===== src/rtl/pos_logic_pipe.sv =====
// Selectable bitwise logic unit with registered result/flags behind a valid/ready handshake.
// A skid register keeps in_ready registered; op_cnt counts completed output transfers.
module pos_logic_pipe #(
  parameter int unsigned WIDTH = 16,
  parameter int unsigned CNT_W = 8
) (
  input  logic             clk,
  input  logic             rst_n,
  input  logic             clr,
  input  logic             in_valid,
  output logic             in_ready,
  input  logic [2:0]       op,
  input  logic [WIDTH-1:0] a,
  input  logic [WIDTH-1:0] b,
  output logic             out_valid,
  input  logic             out_ready,
  output logic [WIDTH-1:0] out,
  output logic             z,
  output logic             p,
  output logic             n,
  output logic [CNT_W-1:0] op_cnt
);

  localparam int unsigned EW = WIDTH + 3;

  logic [WIDTH-1:0] res;
  logic [EW-1:0]    in_entry;
  logic [EW-1:0]    main_q, main_d;
  logic [EW-1:0]    skid_q, skid_d;
  logic             main_valid_q, main_valid_d;
  logic             skid_valid_q, skid_valid_d;
  logic             in_ready_q;
  logic [CNT_W-1:0] cnt_q, cnt_d;
  logic             accept;
  logic             emit;

  always_comb begin
    unique case (op)
      3'b000:  res = a ^ b;
      3'b001:  res = ~(a ^ b);
      3'b010:  res = a & b;
      3'b011:  res = a | b;
      3'b100:  res = ~(a & b);
      3'b101:  res = ~(a | b);
      3'b110:  res = a & ~b;
      default: res = a;
    endcase
  end

  // Entry layout: {n, p, z, data}; flags travel with the data they describe.
  assign in_entry = {res[WIDTH-1], ^res, (res == '0), res};

  assign accept = in_valid & in_ready_q;
  assign emit   = main_valid_q & out_ready;

  always_comb begin
    main_d       = main_q;
    main_valid_d = main_valid_q;
    skid_d       = skid_q;
    skid_valid_d = skid_valid_q;
    cnt_d        = cnt_q;
    if (clr) begin
      main_valid_d = 1'b0;
      skid_valid_d = 1'b0;
      cnt_d        = '0;
    end else begin
      if (emit) cnt_d = cnt_q + CNT_W'(1);
      if (!main_valid_q || emit) begin
        if (skid_valid_q) begin
          // in_ready was low, so no accept can collide with the skid drain.
          main_d       = skid_q;
          main_valid_d = 1'b1;
          skid_valid_d = 1'b0;
        end else if (accept) begin
          main_d       = in_entry;
          main_valid_d = 1'b1;
        end else begin
          main_valid_d = 1'b0;
        end
      end else if (accept) begin
        skid_d       = in_entry;
        skid_valid_d = 1'b1;
      end
    end
  end

  always_ff @(posedge clk or negedge rst_n) begin
    if (!rst_n) begin
      main_q       <= '0;
      main_valid_q <= 1'b0;
      skid_q       <= '0;
      skid_valid_q <= 1'b0;
      in_ready_q   <= 1'b0;
      cnt_q        <= '0;
    end else begin
      main_q       <= main_d;
      main_valid_q <= main_valid_d;
      skid_q       <= skid_d;
      skid_valid_q <= skid_valid_d;
      in_ready_q   <= ~skid_valid_d;
      cnt_q        <= cnt_d;
    end
  end

  assign in_ready  = in_ready_q;
  assign out_valid = main_valid_q;
  assign out       = main_q[WIDTH-1:0];
  assign z         = main_q[WIDTH];
  assign p         = main_q[WIDTH+1];
  assign n         = main_q[WIDTH+2];
  assign op_cnt    = cnt_q;

endmodule


===== config.mk =====
export PLATFORM = sky130hd
export DESIGN_NAME = pos_logic_pipe
export DESIGN_NICKNAME = d
export VERILOG_FILES = /design/src/rtl/pos_logic_pipe.sv
export SDC_FILE = /design/constraint.sdc
export NUM_CORES = 1
export LEC_CHECK = 0
export BUFFER_PORTS_ARGS = -buffer_cell sky130_fd_sc_hd__buf_2
export CORE_ASPECT_RATIO = 1.1
export CORE_MARGIN = 5
export CORE_UTILIZATION = 55
export CTS_BUF_LIST = sky130_fd_sc_hd__clkbuf_2 sky130_fd_sc_hd__clkbuf_4 sky130_fd_sc_hd__clkbuf_8
export DETAILED_ROUTE_END_ITERATION = 6
export GPL_ROUTABILITY_DRIVEN = 0
export GPL_TIMING_DRIVEN = 0
export MAX_ROUTING_LAYER = met4
export PLACE_DENSITY = 0.81
export SKIP_LAST_GASP = 1
export SLEW_MARGIN = 30
export SYNTH_ARGS = -nofsm -noshare
export SYNTH_HDL_FRONTEND = slang
export SYNTH_SLANG_ARGS = --single-unit

===== constraint.sdc =====
create_clock -name clk -period 1.67 [get_ports clk]
set_input_delay 0.167 -clock clk [delete_from_list [all_inputs] [get_ports clk]]
set_output_delay 0.167 -clock clk [all_outputs]
set_load 0.01 [all_outputs]

# --- Yosys cells after proc, flatten, opt, wreduce, memory -nomap -nowiden ---
# Index checks and enable logic that the tools add are counted.
totals:
  register_bits: 49
  out_inout_bits: 29
  input_bits: 40
  wordCells: 48
op_classes:
  n_eq_ne: 6
  bitwise_logic: 13
  n_mux: 12
  n_reduce_logical: 10
  add_sub_neg: 1
ops:
  columns: ["cell", "count"]
  rows:
  - ["$pmux 16 s7", 1]
  - ["$not 16->16", 4]
  - ["$mux 19", 2]
  - ["$and 16x16->16", 2]
  - ["$logic_not 16->1", 1]
  - ["$mux 8", 2]
  - ["$or 16x16->16", 1]
  - ["$reduce_xor 16->1", 1]
  - ["$xor 16x16->16", 1]
  - ["$eq 3x3->1 const B", 3]
  - ["$add 8x1->8 const B", 1]
  - ["$mux 1", 7]
  - ["$eq 3x2->1 const B", 2]
  - ["$reduce_and 3->1", 2]
  - ["$reduce_bool 2->1", 3]
  - ["$eq 3x1->1 const B", 1]
  - ["$logic_not 3->1", 1]
  - ["$not 1->1", 3]
  - ["$and 1x1->1", 2]
  - ["$logic_not 1->1", 1]
  - ["$logic_or 1x1->1", 1]

# --- Logic depth before layout (Yosys ltp) ---
depth:
  depth_word: 6
  depth_mapped: 12
  depth_no_buf: 11

# --- Worst setup path before layout ---
# Ideal clock, no wire load.
synth_path:
  path_kind: "in2reg"
  from: "in b[13]"
  to: "reg skid_q[17]"
  n_path_buf: 0
  stages: 11
  arrival_ps: 2056
  setup_slack_ps: -521
  setup_time_ps: 135
  path_cell_list: "inv_1 ha_1 nor2_1 a32o_1 o41ai_2 and2_1 ha_1 xnor2_1 xnor2_1 xnor2_1 o21ai_0"
synth_via:
  elab_chain_len: 4
  elab_cells_between_ends: 10
synth_rtl:
  columns: ["element", "line", "text"]
  rows:
  - ["start: declaration", "14", "input logic [WIDTH-1:0] b,"]
  - ["$not 16->16 (tied with other cells)", "45", "3'b110: res = a & ~b;"]
  - ["$and 16x16->16 (tied with other cells)", "45", null]
  - ["$pmux 16 s7 *", "38", "unique case (op)"]
  - ["$reduce_xor 16->1 *", "51", "assign in_entry = {res[WIDTH-1], ^res, (res == '0), res};"]
  - ["end signal: assignment", "98", "skid_q <= skid_d;"]
  - ["end: declaration", "29", "logic [EW-1:0] skid_q, skid_d;"]
# Every way passes the cells marked *; elsewhere a longest branch is shown, timed or not.
# A chain may end at the register's enable or synchronous reset.

# --- Worst setup path after layout ---
layout_path:
  from: "in a[1]"
  to: "reg main_q[17]"
layout_via:
  elab_chain_len: 6
  elab_cells_between_ends: 11
layout_rtl:
  columns: ["element", "line", "text"]
  rows:
  - ["start: declaration", "13", "input logic [WIDTH-1:0] a,"]
  - ["$or 16x16->16 (tied with other cells)", "42, 44", null]
  - ["$not 16->16, on equally long branches", "44, 40, 43", null]
  - ["$pmux 16 s7 *", "38", null]
  - ["$reduce_xor 16->1 *", "51", null]
  - ["$mux 19 *", "74", "end else if (accept) begin"]
  - ["$mux 19 *", "69", "if (skid_valid_q) begin"]
  - ["end signal: assignment", "96", "main_q <= main_d;"]
  - ["end: declaration", "28", "logic [EW-1:0] main_q, main_d;"]
# Every way passes the cells marked *; elsewhere a longest branch is shown, timed or not. The select of a mux whose other input is x is not followed.

==> results.txt <==
cell taking the most area after synthesis = dfrtp_1
Tmin final = 2.21 ns
CTS tree = built
Layout area overhead = 43.0%
sequential share of the synthesized area = 0.275
Placed Cells = 669
CTS HTree Levels = 2
top cells by count, synth = 57 x ha_1, 47 x dfrtp_1, 46 x a21oi_1
failing checks = negative setup slack
clk_lat worst skew = 0.30 ns
Pwr Density = 692 nW/um2
complex-gate fraction of the synthesized area = 0.233
pin count of the biggest net entering global routing = 48
Storage cell area = 1180 um2
P_leak = 2.84 nW
status = finished, violations left
Final Cycle Share = 1.33
Avg WL per Cell = 20.6 um
Critical Path Fanout Max = 3
number of port buffers = 68
Worst EP required = 1.85 ns
Synth Flop Type = dfrtp_1
max-slew violation count = 0
Avg Inst Size Synth = 8.63 um2
most common cell in the netlist = ha_1
final setup margin = -0.543 ns
row cnt = 33
Critical Path AT = 2.39 ns
XOR/XNOR Fraction of Synth Area = 0.0307
Area contributors post-synth = dfrtp_1 27%, ha_1 17%, a21oi_1 5.4%, inv_1 3.4%, o21ai_1 3.3%
die footprint = 9650 um2
Synth Area in Simple Gates = 0.163
hold crit path type = in -> reg
final setup fails = 6
setup_tns = -1.34 ns
routed vias/inst = 6.36
Setup Skew = 0.00660 ns
number of synthesized flops with an enable pin = 0
Chip Height = 103 um
first-pass GRT wire length = 20.6 mm
ant diodes = 0
DP Wirelength = 8.40 mm
FF-to-FF path depth = 6
DRC = 0
number of synthesis warnings = 0
Max VDD drop = 0.276 mV
# IOs = 69
RSZ-0062 raised after global routing = true
root buffer cell = clkbuf_8
antenna violations before repair = 0
final hold slack = 0.204 ns
crit path kind = in -> reg
number of global-route vias before repair = 4,372
DRT iter0 DRCs = 354
placed instance area = 4860 um2
CTS Sinks = 47
core area = 7510 um2
instance count of the mapped netlist = 496
crit end category = flop
Multi-input gate area = 3380 um2
total congestion overflow = 0
Post-Synth Adder-Cell Area = 0.167
clk buf depth = 2
Core Util, Final = 0.815
main combinational cell family by area after synthesis = compound AO/OA/AOI/OAI gates
GRT Total Usage = 0.273
final instance area = 6130 um2
Layout Nets = 719
crit start category = input port
Die X = 94.1 um
f_max = 452 MHz
Num CTS Buffers = 5
initial core utilization = 0.570
fill cell count = 436
post-synthesis mux area share = 0.0517
share of layout cells above drive strength 1 = 0.451
antenna viol nets, final = 0
Via Count = 4,633
synthesized flop and latch total = 47
syn nets = 593
worst slew pin tran = 0.570 ns
FFs w/ async S/R, synth = 1.00
Relative slew margins = 0.620
synth unique cells = 53
max-cap violations = 0
CTS clk-pin slew, worst paths = 0.08 ns
TritonRoute pass-1 iters = 5
hold depth = 3
Synth top area share = 0.275
DRT Wirelength = 15.0 mm
Non-Filler Instances = 728
area of the mapped netlist = 4280 um2
final hold violation count = 0
-- through the flow --
stage	setup slack, ns	total power (W)
6_report	-0.543	0.00424
3_3_place_gp	-0.832	0.00280
4_1_cts	-0.380	0.00391
5_1_grt	-0.593	0.00445
3_5_place_dp	-0.894	0.00288
2_1_floorplan	-0.434	0.00243
-- cells in the final DEF, fill, tap and decap left out, types with 6 or more instances in the layout --
cell,n
buf_4,58
buf_2,58
dfrtp_1,47
a21oi_1,38
nand2_1,36
ha_1,32
nor2_1,30
o21ai_1,24
ha_4,21
inv_1,20
inv_2,15
buf_6,13
and3_1,13
nand3_1,13
mux2i_1,10
a21oi_2,9
o211ai_1,8
a31oi_2,8
clkbuf_8,7
xor2_1,6
-- worst paths after layout --
kind | startpoint | endpoint | slack [ns]
worst min register to register | skid_q[3] | skid_q[3] | 0.49
worst max-delay path | a[1] | main_q[17] | -0.54
worst max register to register | out_valid | main_q[8] | 0.08
min in group asynchronous | rst_n | op_cnt[0] | 0.40
worst min-delay path | out_ready | out_valid | 0.20
max in group asynchronous | rst_n | skid_q[4] | 0.88
-- routing by layer --
layer | up-vias | GRT usage | wire length, um
met5 | - | - | 0
met4 | 0 | 0.149 | 1070
met3 | 117 | 0.0285 | 1180
met2 | 317 | 0.463 | 7180
met1 | 2183 | 0.318 | 5540
li1 | 2016 | - | -
-- kinds of logic (layout without fill, tap and decap cells) --
| group | Yosys count | after routing |
|---|---|---|
| simple gates | 142 | 142 |
| compound gates | 140 | 140 |
| flops | 47 | 47 |
| mux | 21 | 21 |
| fa+ha+maj | 57 | 57 |
| xor+xnor | 15 | 15 |
| buf+inv | 74 | 201 |
-- state kept, by name (all words and copies together), names as in the netlist --
register,cells
in_ready,1
main_q,18
op_cnt,8
out_valid,1
skid_q,18
skid_valid_q,1
-- final cells by class --
cell class / count / area share
flip-flops and latches: 47 / 0.192
plain buffers: 34 / 0.0462
clock buffers: 8 / 0.0170
multi-input cells: 375 / 0.551
repair buffers: 119 / 0.144
well taps: 105 / 0.0214
inverters: 40 / 0.0282
-- power by group --
group | internal [W] | total [W] | switching, W | leakage (nW)
logic | 0.000969 | 0.00201 | 0.00105 | 2.18
registers | 0.00134 | 0.00146 | 0.000113 | 0.605
clock network | 0.000394 | 0.000766 | 0.000371 | 0.0549
total | 0.00271 | 0.00424 | 0.00153 | 2.84
-- critical path, stage by stage --
cell	delay (ns)
buf_2	0.12
ha_2	0.25
mux2i_2	0.32
nor2_2	0.09
a2111oi_4	0.33
a31oi_2	0.09
ha_1	0.35
xnor2_2	0.15
xnor2_1	0.14
xnor2_1	0.25
o211ai_1	0.13
-- repair_timing --
action                     in CTS  in global routing
hold buffers                    1                  0
hold endpoints to repair       47                  0
gates resized for setup        81                 85
setup endpoints to repair      31                 29
pin swaps                      54                 40
cloned                          1                  2
buffers inserted               35                 18
No activity file was read; power rests on OpenSTA's default activity.
